### src/rtl/branch_predictor_bht.sv
// Branch history table of 2-bit saturating counters with IF->ID prediction tracking.
// Optional statistics counters are built only when BP_STATS_EN is defined.
module branch_predictor_bht #(
  parameter int         INDEX_BITS = 6,
  parameter logic [1:0] INIT_STATE = 2'b01
) (
  input  logic        clk,
  input  logic        rst,
  input  logic        bp_enable,
  input  logic [31:0] lookup_pc,
  output logic        predict_taken,
  input  logic        advance,
  input  logic        flush,
  input  logic        update_valid,
  input  logic [31:0] update_pc,
  input  logic        update_taken,
  output logic        mispredict,
  output logic        ready,
  output logic [31:0] bp_total,
  output logic [31:0] bp_correct,
  output logic [31:0] bp_wrong
);

  localparam int unsigned ENTRIES = 1 << INDEX_BITS;

  localparam logic [0:0] ST_INIT = 1'b0;
  localparam logic [0:0] ST_RUN  = 1'b1;

  logic [0:0]            state;
  logic [INDEX_BITS-1:0] init_idx;
  logic [1:0]            tbl [ENTRIES];

  logic                  pend_valid;
  logic                  pend_pred;
  logic [31:0]           pend_pc;

  logic [INDEX_BITS-1:0] lookup_idx;
  logic [INDEX_BITS-1:0] update_idx;
  logic [1:0]            update_ctr;
  logic [1:0]            next_ctr;
  logic                  recorded_pred;
  logic                  update_fire;

  assign lookup_idx = lookup_pc[INDEX_BITS+1:2];
  assign update_idx = update_pc[INDEX_BITS+1:2];
  assign ready      = (state == ST_RUN);

  always_comb begin
    update_ctr    = tbl[update_idx];
    predict_taken = bp_enable & ready & tbl[lookup_idx][1];
    // A matching in-flight IF->ID entry holds the prediction that was actually used.
    if (pend_valid && (pend_pc == update_pc))
      recorded_pred = pend_pred;
    else
      recorded_pred = bp_enable & update_ctr[1];
    update_fire = update_valid & ready;
    mispredict  = update_fire & (recorded_pred != update_taken);
  end

  always_comb begin
    next_ctr = update_ctr;
    if (update_taken) begin
      if (update_ctr != 2'b11) next_ctr = update_ctr + 2'b01;
    end else begin
      if (update_ctr != 2'b00) next_ctr = update_ctr - 2'b01;
    end
  end

  always_ff @(posedge clk) begin
    if (rst) begin
      state    <= ST_INIT;
      init_idx <= '0;
    end else if (state == ST_INIT) begin
      init_idx <= init_idx + 1'b1;
      if (init_idx == '1) state <= ST_RUN;
    end
  end

  // The table has no reset of its own; INIT sweeps every entry after rst falls.
  always_ff @(posedge clk) begin
    if (!rst) begin
      if (state == ST_INIT)
        tbl[init_idx] <= INIT_STATE;
      else if (update_valid)
        tbl[update_idx] <= next_ctr;
    end
  end

  always_ff @(posedge clk) begin
    if (rst) begin
      pend_valid <= 1'b0;
      pend_pred  <= 1'b0;
      pend_pc    <= '0;
    end else if (flush) begin
      pend_valid <= 1'b0;
    end else if (advance) begin
      pend_valid <= 1'b1;
      pend_pred  <= predict_taken;
      pend_pc    <= lookup_pc;
    end
  end

`ifdef BP_STATS_EN
  always_ff @(posedge clk) begin
    if (rst) begin
      bp_total   <= '0;
      bp_correct <= '0;
      bp_wrong   <= '0;
    end else if (update_fire) begin
      bp_total <= bp_total + 32'd1;
      if (recorded_pred == update_taken)
        bp_correct <= bp_correct + 32'd1;
      else
        bp_wrong <= bp_wrong + 32'd1;
    end
  end
`else
  assign bp_total   = '0;
  assign bp_correct = '0;
  assign bp_wrong   = '0;
`endif

endmodule
### config.mk
export PLATFORM = sky130hd
export DESIGN_NAME = branch_predictor_bht
export DESIGN_NICKNAME = d
export VERILOG_FILES = /design/src/rtl/branch_predictor_bht.sv
export SDC_FILE = /design/constraint.sdc
export NUM_CORES = 1
export LEC_CHECK = 0
export BUFFER_PORTS_ARGS = -buffer_cell sky130_fd_sc_hd__buf_4
export CORE_MARGIN = 1.5
export CORE_UTILIZATION = 44
export DETAILED_ROUTE_END_ITERATION = 12
export HOLD_SLACK_MARGIN = 0.05
export PLACE_DENSITY = 0.73
export SYNTH_ARGS = -nofsm -noshare
export SYNTH_HDL_FRONTEND = slang
export SYNTH_SLANG_ARGS = --single-unit
### constraint.sdc
create_clock -name clk -period 11.9 [get_ports clk]
set_input_delay 1.19 -clock clk [delete_from_list [all_inputs] [get_ports clk]]
set_output_delay 1.19 -clock clk [all_outputs]
set_load 0.01 [all_outputs]
== After elaboration in Yosys (flattened, before gate mapping) ==
Memory sizes are Yosys's and may differ from the RTL's.
Cells that the tools add are included.
Storage, ports and cells
  RAM bits: 128
  flip-flop bits (word level): 41
  memories kept: 1
Cells by class
  add/subtract/negate cells: 3
  bitwise operators: 6
  muxes and demuxes: 16
  equal/unequal tests: 4
  reduce and logical (&&, ||, !) cells: 5
Memory list
  tbl: words 64, bits a word 2, rd ports 2, clocked after memory_dff 0, write ports 1, RTL line 31  | logic [1:0] tbl [ENTRIES];
Operators by type and width (count)
  $eq A32 B32 Y1: 1
  $mux W1: 11
  $mux W2: 4
  $add A6 B1 Y6 const B: 1
  $eq A6 B6 Y1 const B: 1
  $mux W6: 1
  $and A1 B1 Y1: 5
  $reduce_or A2 Y1: 2
  $add A2 B1 Y2 const B: 1
  $ne A2 B2 Y1 const B: 1
  $reduce_and A2 Y1: 1
  $reduce_bool A2 Y1: 1
  $sub A2 B1 Y2 const B: 1
  $logic_and A1 B1 Y1: 1
  $ne A1 B1 Y1: 1
  $not A1 Y1: 1

== Logic depth before layout (Yosys ltp) ==
Gate-level depths: netlist of the first run.
  word-level depth: 6
  depth in mapped cells: 9

== Least setup slack after synthesis of the first run ==
OpenSTA, ideal clock, no wires.
  path type: input -> register
  start point: in update_pc[2]
  end point: mem tbl[0][1], data pin
  data arrival time: 4.234 ns
  data required time: 11.401 ns
  stages: 8
  slack: 7.167 ns
  cells stage by stage: buf_2 -> nor2b_1 -> a221oi_1 -> nor2_1 -> o311ai_1 -> o221ai_1 -> maj3_1 -> nor2_1
On the way
  longest elaborated chain between the ends: 5
RTL lines
  start, declared: RTL line 15  | input logic [31:0] update_pc,
  $mem_v2 Z64 W2 *
  $sub A2 B1 Y2, or another cell as far along: RTL line 65  | if (update_ctr != 2'b00) next_ctr = update_ctr - 2'b01;
  $mux W2, on equally long branches: RTL line 65, 63
  $mux W2 *: RTL line 62  | if (update_taken) begin
  $mux W2 (no line) *
  end, declared: RTL line 31
Mark *: on every way between the ends. The rest lies on a longest branch, timed or not.

== Final worst setup path of the first run ==
  start point: in update_pc[3]
  end point: out mispredict
On the way
  longest elaborated chain between the ends: 5
RTL lines
  $mem_v2 Z64 W2 or $eq A32 B32 Y1 (tied branches)
  $and A1 B1 Y1 or $logic_and A1 B1 Y1 (tied branches): RTL line 55, 52
  $mux W1 *: RTL line 52  | if (pend_valid && (pend_pc == update_pc))
  $ne A1 B1 Y1 *: RTL line 57  | mispredict = update_fire & (recorded_pred != update_taken);
  $and A1 B1 Y1 *: RTL line 57
  end, declared: RTL line 17  | output logic mispredict,
Marks and branches as above.

==> flow_summary.html, run 1 <==
<table>
<tr><th>Metric</th><th>Value</th></tr>
<tr><th colspan="2">Die</th></tr>
<tr><td>Core Region</td><td>0.0194 sq mm</td></tr>
<tr><td>Die Y-Extent</td><td>143 microns</td></tr>
<tr><td>Starting Density</td><td>44.7%</td></tr>
<tr><td>Number of placement rows</td><td>51</td></tr>
<tr><td>Horizontal die dimension</td><td>143 microns</td></tr>
<tr><td>Floorplan die area</td><td>0.0206 sq mm</td></tr>
<tr><td>Top-level port count</td><td>170</td></tr>
<tr><th colspan="2">Cells and area</th></tr>
<tr><td>Filler cell count in the final layout</td><td>approximately 1.7k</td></tr>
<tr><td>Final Util</td><td>49.6%</td></tr>
<tr><td>Area occupied by multi-input gates</td><td>roughly 0.0034 sq mm</td></tr>
<tr><td>Top library cells by usage in the layout, fill and taps aside</td><td>sky130_fd_sc_hd__edfxtp_1 (128), sky130_fd_sc_hd__conb_1 (96), sky130_fd_sc_hd__nand2_1 (92)</td></tr>
<tr><td>Fraction of layout cells with a size suffix above 1</td><td>19.8%</td></tr>
<tr><td>Area growth from synthesis to layout</td><td>10.8%</td></tr>
<tr><td>Area used by sequential logic in the layout</td><td>0.00466 sq mm</td></tr>
<tr><td>Post-Layout Inst Area</td><td>0.00962 sq mm</td></tr>
<tr><td>Most common cell after layout, fill and taps aside</td><td>sky130_fd_sc_hd__edfxtp_1</td></tr>
<tr><td>Net count, final</td><td>847</td></tr>
<tr><td>Antenna Diode Count</td><td>0</td></tr>
<tr><th colspan="2">Yosys</th></tr>
<tr><td>Area fraction of the dominant cell type after synthesis</td><td>44.3%</td></tr>
<tr><td>Avg Cell Area, Syn</td><td>between 10 and 15 sq um</td></tr>
<tr><td>Yosys top cell by area</td><td>sky130_fd_sc_hd__edfxtp_1</td></tr>
<tr><td>Sequential-to-total area share from yosys stat</td><td>53.8%</td></tr>
<tr><td>Instance count of the mapped netlist</td><td>roughly 720</td></tr>
<tr><td>Ys flop type</td><td>sky130_fd_sc_hd__edfxtp_1</td></tr>
<tr><td>Total of warnings raised by yosys</td><td>0</td></tr>
<tr><td>Synthesized area</td><td>0.00868 sq mm</td></tr>
<tr><td>Number of synthesized register bits</td><td>~170</td></tr>
<tr><td>Async set-or-reset flop fraction in the synthesized netlist</td><td>0%</td></tr>
<tr><td>Leading post-synthesis cells by cell area</td><td>sky130_fd_sc_hd__edfxtp_1 (44%), sky130_fd_sc_hd__mux4_2 (11%), sky130_fd_sc_hd__dfxtp_1 (9.5%), sky130_fd_sc_hd__buf_4 (8.5%), sky130_fd_sc_hd__nand2_1 (4.0%)</td></tr>
<tr><td>Yosys cell types</td><td>57</td></tr>
<tr><td>Number of synthesized flops with an enable pin</td><td>between 100 and 150</td></tr>
<tr><th colspan="2">Setup path</th></tr>
<tr><td>CP cell instances</td><td>buf_4 &gt; mux4_2 &gt; o22ai_1 &gt; nor4_1 &gt; o31ai_1 &gt; a31oi_1 &gt; o211ai_1 &gt; buf_4</td></tr>
<tr><td>Critical path class</td><td>in -&gt; out</td></tr>
<tr><td>Arrival time reported for the critical path endpoint</td><td>3.54 ns</td></tr>
<tr><td>Crit path top cell by count</td><td>sky130_fd_sc_hd__buf_4</td></tr>
<tr><td>CP endpoint kind</td><td>primary output</td></tr>
<tr><td>Maximum fanout along the worst path</td><td>40</td></tr>
<tr><td>Worst endpoint required time</td><td>10.71 ns</td></tr>
<tr><td>Kind of start point of the critical path</td><td>input port</td></tr>
<tr><td>Longest individual stage delay on the worst path</td><td>around 0.59 ns</td></tr>
<tr><td>Crit-path slowest cell</td><td>sky130_fd_sc_hd__mux4_2</td></tr>
<tr><td>Setup slack of the worst register-to-register path</td><td>~8.6 ns</td></tr>
<tr><th colspan="2">Place</th></tr>
<tr><td>Port Buffer Count</td><td>between 70 and 80</td></tr>
<tr><td>Final weighted congestion of routability-driven global placement</td><td>0.831</td></tr>
<tr><td>Half-perimeter wire length after placement</td><td>around 14000 microns</td></tr>
<tr><td>Instance area after placement</td><td>0.00904 sq mm</td></tr>
<tr><th colspan="2">Clock network</th></tr>
<tr><td>CTS Root Cell</td><td>sky130_fd_sc_hd__clkbuf_16</td></tr>
<tr><td>Post-CTS Setup Repair Bufs</td><td>0</td></tr>
<tr><td>Number of buffers inserted during clock tree synthesis</td><td>17</td></tr>
<tr><td>Clock tree from TritonCTS</td><td>built</td></tr>
<tr><td>Worst-path clk slew</td><td>0.06 ns</td></tr>
<tr><td>Maximum buffer depth of the clock tree</td><td>2</td></tr>
<tr><td>Hold Buf Count CTS</td><td>0</td></tr>
<tr><td># clock sinks</td><td>169</td></tr>
<tr><td>Source-to-sink clock delay at the later pin of the worst-skew pair</td><td>0.44 ns</td></tr>
<tr><td>Post-cts repair resize count</td><td>0</td></tr>
<tr><td>CTS H-Tree Depth</td><td>4</td></tr>
<tr><th colspan="2">Route</th></tr>
<tr><td>Total Routed Length</td><td>between 20000 and 25000 microns</td></tr>
<tr><td>Number of search-and-repair iterations in the first detailed-routing pass</td><td>5</td></tr>
<tr><td>Number of antenna-violating nets in the routed design</td><td>0</td></tr>
<tr><td>Via count</td><td>around 5.7k</td></tr>
<tr><td>Average wire length per cell after detail routing</td><td>19.2 microns</td></tr>
<tr><td>Via count normalized by instance count</td><td>5.45</td></tr>
<tr><td>Number of DRC violations after detailed routing</td><td>0</td></tr>
<tr><td>First DRT Iteration DRCs</td><td>between 500 and 600</td></tr>
<tr><th colspan="2">STA</th></tr>
<tr><td>Count of endpoints failing setup in the final report</td><td>0</td></tr>
<tr><td>Hold Violations, Final</td><td>0</td></tr>
<tr><td>Final Hold Slack</td><td>roughly 0.46 ns</td></tr>
<tr><td>Highest clock frequency the design can meet</td><td>211 MHz</td></tr>
<tr><td>Final worst-path cycle share</td><td>39.8%</td></tr>
<tr><td>Number of max-slew violations in the final report</td><td>0</td></tr>
<tr><td>Least-Margin Pin Slew</td><td>1.12 ns</td></tr>
<tr><td>Time the final worst path needs with I/O delays and setup</td><td>4.73 ns</td></tr>
<tr><td>Setup clock skew after layout</td><td>0.00866 ns</td></tr>
<tr><td>Remaining max-slew budget at the tightest pin</td><td>between 20% and 30%</td></tr>
<tr><td>Unrepaired setup endpoints after global routing</td><td>no</td></tr>
<tr><td>Final setup TNS</td><td>0 ns</td></tr>
<tr><th colspan="2">Global routing</th></tr>
<tr><td>First-pass GRT wire length</td><td>a little over 30000 microns</td></tr>
<tr><td>Met2 Use GR</td><td>33.5%</td></tr>
<tr><td>Grt met1 use</td><td>25.3%</td></tr>
<tr><td>GRT Residual Overflow</td><td>0</td></tr>
<tr><td>Most Used Layer, Global Route</td><td>met2</td></tr>
<tr><td>Initial antenna violation count</td><td>0</td></tr>
<tr><td>Fraction of met3 tracks used by global routing</td><td>between 5 and 6%</td></tr>
<tr><td>Number of global-route vias before repair</td><td>5439</td></tr>
<tr><td>Pin count of the biggest net entering global routing</td><td>49</td></tr>
<tr><td>Global Route Usage Sum</td><td>between 20 and 25%</td></tr>
<tr><th colspan="2">Min path</th></tr>
<tr><td>Path class of the lowest-slack min-delay path</td><td>reg -&gt; reg</td></tr>
<tr><th colspan="2">Power</th></tr>
<tr><td>Overall Power</td><td>1.29 mW</td></tr>
<tr><td>Pwr/cell area</td><td>134 mW/mm^2</td></tr>
<tr><td>Total leakage power</td><td>approximately 3.7 nW</td></tr>
<tr><td>Worst ir drop on vdd</td><td>~0.084 mV</td></tr>
<tr><th colspan="2">Status</th></tr>
<tr><td>Status</td><td>completed</td></tr>
<tr><th colspan="2">Job</th></tr>
<tr><td>Reported max-cap violation count</td><td>0</td></tr>
</table>
metrics by stage:
step	cells	setup WS (ns)
after floorplan	810	7.17
after global placement	1021	7.21
after detailed placement	1021	7.17
after CTS	1053	7.18
after global routing	1053	6.98
final	1053	7.17
per-layer routing:
layer | share of wire (%) | up-vias | routed length, microns
li1 | - | 2533 | -
met1 | 37 | 2773 | 7530
met2 | 49 | 378 | 9880
met3 | 11 | 54 | 2130
met4 | 3.4 | 0 | 694
met5 | 0 | - | 0
layout make-up:
| cell class | instances | area share (%) |
|---|---|---|
| clock inverters | 13 | 1.47 |
| repair buffers | 77 | 6.01 |
| clock buffers | 19 | 4.50 |
| flip-flops and latches | 169 | 48.5 |
| multi-input cells | 500 | 35.7 |
| inverters | 10 | 0.390 |
| well taps | 265 | 3.45 |
worst paths after layout:
check             cells past startpoint                       end                     start
hold / removal                        2  pend_pc[25]$_SDFFE_PP0P_  pend_pc[25]$_SDFFE_PP0P_
setup reg to reg                      8      tbl[48][0]$_DFFE_PP_       tbl[2][0]$_DFFE_PP_
hold reg to reg                       2  pend_pc[25]$_SDFFE_PP0P_  pend_pc[25]$_SDFFE_PP0P_
setup / recovery                      8                mispredict              update_pc[3]
cells in the mapped netlist, drive strengths merged (4+ instances only):
cell type	count
clkbuf	19
nor3	7
mux2i	15
buf	112
o21ai	7
dfxtp	41
o31ai	4
inv	9
nand2	92
nor4	6
edfxtp	128
a21oi	33
mux4	48
a31oi	6
o22ai	4
nor2	82
a221oi	5
a22oi	4
nand3	8
xnor2	7
nand2b	5
xor2	23
nor2b	9
where the power goes:
part           switching, mW  internal, mW  leakage, nW
Combinational         0.0646        0.0433         1.71
Sequential           0.00559         0.633         1.72
Clock                  0.234         0.311        0.278
state kept, by name, indices dropped and copies added, names as in the netlist:
register / count
pend_valid: 1
pend_pc: 32
ready: 1
pend_pred: 1
init_idx: 6
tbl: 128
worst max-delay path: cells and delay by family:
family,cells,cell delay (ns)
mux,1,0.59
simple gates,1,0.09
buf+inv,2,0.66
compound gates,4,0.98
cell families (layout without fill, tap and decap cells):
kind of cell,Yosys count,in the layout,share of synthesized area (%)
DFF,169,169,53.8
other,1,96,0.0432
xor gates and xnor gates,30,30,3.03
adders and majority gates,3,3,0.375
and+or+nand+nor,225,225,11.1
muxes,64,64,14.6
AOI/OAI and AO/OA,82,82,6.09
buffers and inverters,141,119,10.9
Note: power is estimated with default switching activity, not from simulation.
==> run 2: changes to the inputs <==
Clock period 11.9 ns to 4.4 ns, I/O delays scaled along.
==> flow_summary.html, run 2 (synthesized netlist as in run 1, its figures left out) <==
<table>
<tr><th>Metric</th><th>Value</th></tr>
<tr><th colspan="2">Status</th></tr>
<tr><td>Status</td><td>completed</td></tr>
<tr><th colspan="2">Die</th></tr>
<tr><td>Number of placement rows</td><td>51</td></tr>
<tr><td>Die Y-Extent</td><td>143 microns</td></tr>
<tr><td>Starting Density</td><td>~45%</td></tr>
<tr><td>Floorplan die area</td><td>0.0206 sq mm</td></tr>
<tr><td>Horizontal die dimension</td><td>143 microns</td></tr>
<tr><td>Core Region</td><td>0.0194 sq mm</td></tr>
<tr><td>Top-level port count</td><td>170</td></tr>
<tr><th colspan="2">Global routing</th></tr>
<tr><td>GRT Residual Overflow</td><td>0</td></tr>
<tr><td>Pin count of the biggest net entering global routing</td><td>65</td></tr>
<tr><td>Initial antenna violation count</td><td>0</td></tr>
<tr><td>First-pass GRT wire length</td><td>29500 microns</td></tr>
<tr><td>Number of global-route vias before repair</td><td>5363</td></tr>
<tr><td>Global Route Usage Sum</td><td>19.9%</td></tr>
<tr><th colspan="2">Power</th></tr>
<tr><td>Pwr/cell area</td><td>about 350 mW/mm^2</td></tr>
<tr><td>Worst ir drop on vdd</td><td>0.298 mV</td></tr>
<tr><td>Total leakage power</td><td>3.71 nW</td></tr>
<tr><th colspan="2">Cells and area</th></tr>
<tr><td>Most common cell after layout, fill and taps aside</td><td>sky130_fd_sc_hd__edfxtp_1</td></tr>
<tr><td>Post-Layout Inst Area</td><td>0.00959 sq mm</td></tr>
<tr><td>Register name with the most flops</td><td>tbl</td></tr>
<tr><td>Final Util</td><td>49.5%</td></tr>
<tr><td>Flip-flop count of the largest register, all copies and words added</td><td>between 100 and 150</td></tr>
<tr><td>Antenna Diode Count</td><td>0</td></tr>
<tr><td>Top library cells by usage in the layout, fill and taps aside</td><td>sky130_fd_sc_hd__edfxtp_1 (128), sky130_fd_sc_hd__conb_1 (96), sky130_fd_sc_hd__nand2_1 (92)</td></tr>
<tr><td>Net count, final</td><td>848</td></tr>
<tr><td>Largest regs</td><td>tbl x128, pend_pc x32, init_idx x6</td></tr>
<tr><td>Area growth from synthesis to layout</td><td>10.6%</td></tr>
<tr><td>Fraction of layout cells with a size suffix above 1</td><td>20.0%</td></tr>
<tr><td>Filler cell count in the final layout</td><td>1706</td></tr>
<tr><th colspan="2">STA</th></tr>
<tr><td>Hold Violations, Final</td><td>0</td></tr>
<tr><td>Final setup TNS</td><td>0 ns</td></tr>
<tr><td>Setup clock skew after layout</td><td>0.00939 ns</td></tr>
<tr><td>Final Hold Slack</td><td>0.197 ns</td></tr>
<tr><td>Remaining max-slew budget at the tightest pin</td><td>54.2%</td></tr>
<tr><td>Number of max-slew violations in the final report</td><td>0</td></tr>
<tr><td>Count of endpoints failing setup in the final report</td><td>0</td></tr>
<tr><td>Unrepaired setup endpoints after global routing</td><td>no</td></tr>
<tr><td>Final worst-path cycle share</td><td>75.4%</td></tr>
<tr><td>Least-Margin Pin Slew</td><td>roughly 0.68 ns</td></tr>
<tr><td>Time the final worst path needs with I/O delays and setup</td><td>3.32 ns</td></tr>
<tr><td>Highest clock frequency the design can meet</td><td>approximately 300 MHz</td></tr>
<tr><th colspan="2">Setup path</th></tr>
<tr><td>Arrival time reported for the critical path endpoint</td><td>2.88 ns</td></tr>
<tr><td>Critical path class</td><td>in -&gt; out</td></tr>
<tr><td>Crit-path slowest cell</td><td>sky130_fd_sc_hd__o31ai_1</td></tr>
<tr><td>Maximum fanout along the worst path</td><td>30</td></tr>
<tr><td>Kind of start point of the critical path</td><td>input port</td></tr>
<tr><td>Crit path top cell by count</td><td>sky130_fd_sc_hd__buf_4</td></tr>
<tr><td>Longest individual stage delay on the worst path</td><td>between 0.6 and 0.7 ns</td></tr>
<tr><td>CP endpoint kind</td><td>primary output</td></tr>
<tr><td>Worst endpoint required time</td><td>between 3 and 4 ns</td></tr>
<tr><td>CP cell instances</td><td>buf_4 &gt; mux4_2 &gt; a22oi_1 &gt; a21oi_1 &gt; o31ai_1 &gt; a31oi_1 &gt; o211ai_1 &gt; buf_4</td></tr>
<tr><th colspan="2">Route</th></tr>
<tr><td>Average wire length per cell after detail routing</td><td>18.8 microns</td></tr>
<tr><td>Total Routed Length</td><td>roughly 20000 microns</td></tr>
<tr><td>First DRT Iteration DRCs</td><td>about 520</td></tr>
<tr><td>Number of DRC violations after detailed routing</td><td>0</td></tr>
<tr><td>Number of antenna-violating nets in the routed design</td><td>0</td></tr>
<tr><td>Via count</td><td>5673</td></tr>
<tr><td>Number of search-and-repair iterations in the first detailed-routing pass</td><td>5</td></tr>
<tr><td>Via count normalized by instance count</td><td>5.38</td></tr>
<tr><th colspan="2">Clock network</th></tr>
<tr><td># clock sinks</td><td>169</td></tr>
<tr><td>Post-cts repair resize count</td><td>0</td></tr>
<tr><td>CTS H-Tree Depth</td><td>4</td></tr>
<tr><td>Source-to-sink clock delay at the later pin of the worst-skew pair</td><td>0.43 ns</td></tr>
<tr><td>Clock tree from TritonCTS</td><td>built</td></tr>
<tr><td>Hold Buf Count CTS</td><td>0</td></tr>
<tr><td>Maximum buffer depth of the clock tree</td><td>2</td></tr>
<tr><td>Post-CTS Setup Repair Bufs</td><td>0</td></tr>
<tr><td>Worst-path clk slew</td><td>0.06 ns</td></tr>
<tr><td>CTS Root Cell</td><td>sky130_fd_sc_hd__clkbuf_16</td></tr>
<tr><td>Number of buffers inserted during clock tree synthesis</td><td>17</td></tr>
<tr><th colspan="2">Min path</th></tr>
<tr><td>Path class of the lowest-slack min-delay path</td><td>in -&gt; reg</td></tr>
<tr><th colspan="2">Place</th></tr>
<tr><td>Final weighted congestion of routability-driven global placement</td><td>0.847</td></tr>
<tr><td>Half-perimeter wire length after placement</td><td>about 14000 microns</td></tr>
<tr><td>Port Buffer Count</td><td>73</td></tr>
<tr><td>Instance area after placement</td><td>about 0.009 sq mm</td></tr>
<tr><th colspan="2">Job</th></tr>
<tr><td>Reported max-cap violation count</td><td>0</td></tr>
</table>
run 2: cell types whose count changed in the layout (fill, tap and decap cells not counted):
cell / delta
sky130_fd_sc_hd__inv_8: -1
sky130_fd_sc_hd__clkinv_2: +3
sky130_fd_sc_hd__buf_12: +1
sky130_fd_sc_hd__inv_4: +2
sky130_fd_sc_hd__bufinv_16: -2
sky130_fd_sc_hd__clkbuf_8: +1
sky130_fd_sc_hd__clkinv_1: -1
sky130_fd_sc_hd__inv_6: -5
sky130_fd_sc_hd__clkinvlp_2: -1
sky130_fd_sc_hd__clkbuf_16: +1
sky130_fd_sc_hd__clkbuf_2: +3
run 2: worst max-delay path: cells and delay by family:
kind            cells  cell delay (ns)
compound gates      5             1.26
buf+inv             2             0.59
mux                 1             0.57
run 2: final cells by class:
type / instances / area (sq um) / area share (%)
sequential: 169 / 4660 / 48.6
multi-input combinational: 500 / 3430 / 35.8
timing repair buffer: 78 / 598 / 6.23
clock buffer: 24 / 487 / 5.07
tap: 265 / 332 / 3.46
clock inverter: 8 / 45.0 / 0.470
inverter: 10 / 37.5 / 0.391
run 2: metal layers:
layer  wire (microns)  GRT usage (%)  vias to the layer above
met5                0              0                        -
met4              484           8.11                        0
met3             2000           4.93                       40
met2             9460           32.4                      342
met1             7890           25.4                     2748
li1                 -              -                     2543
run 2: path summary, 6_finish.rpt:
path,startpoint,endpoint,slack [ns],cells after the start
max,update_pc[2],mispredict,1.08,8
max reg2reg,tbl[6][0]$_DFFE_PP_,tbl[54][0]$_DFFE_PP_,1.53,8
min reg2reg,pend_pc[1]$_SDFFE_PP0P_,pend_pc[1]$_SDFFE_PP0P_,0.46,2
min,flush,pend_valid$_SDFFE_PP0P_,0.20,2
run 2: power by group:
part / total [mW] / internal (mW) / leakage (nW) / switching, mW
combinational: 0.291 / 0.117 / 1.71 / 0.174
clock: 1.36 / 0.771 / 0.272 / 0.588
sequential: 1.73 / 1.71 / 1.72 / 0.0151
run 2: per-stage QoR:
stage	cells	power (mW)	setup slack, ns
finish	1054	3.38	1.08
floorplan	810	2.01	0.417
global route	1054	3.48	0.859
CTS	1054	3.39	1.15
global placement	1022	2.05	0.925
detailed placement	1022	2.05	0.873
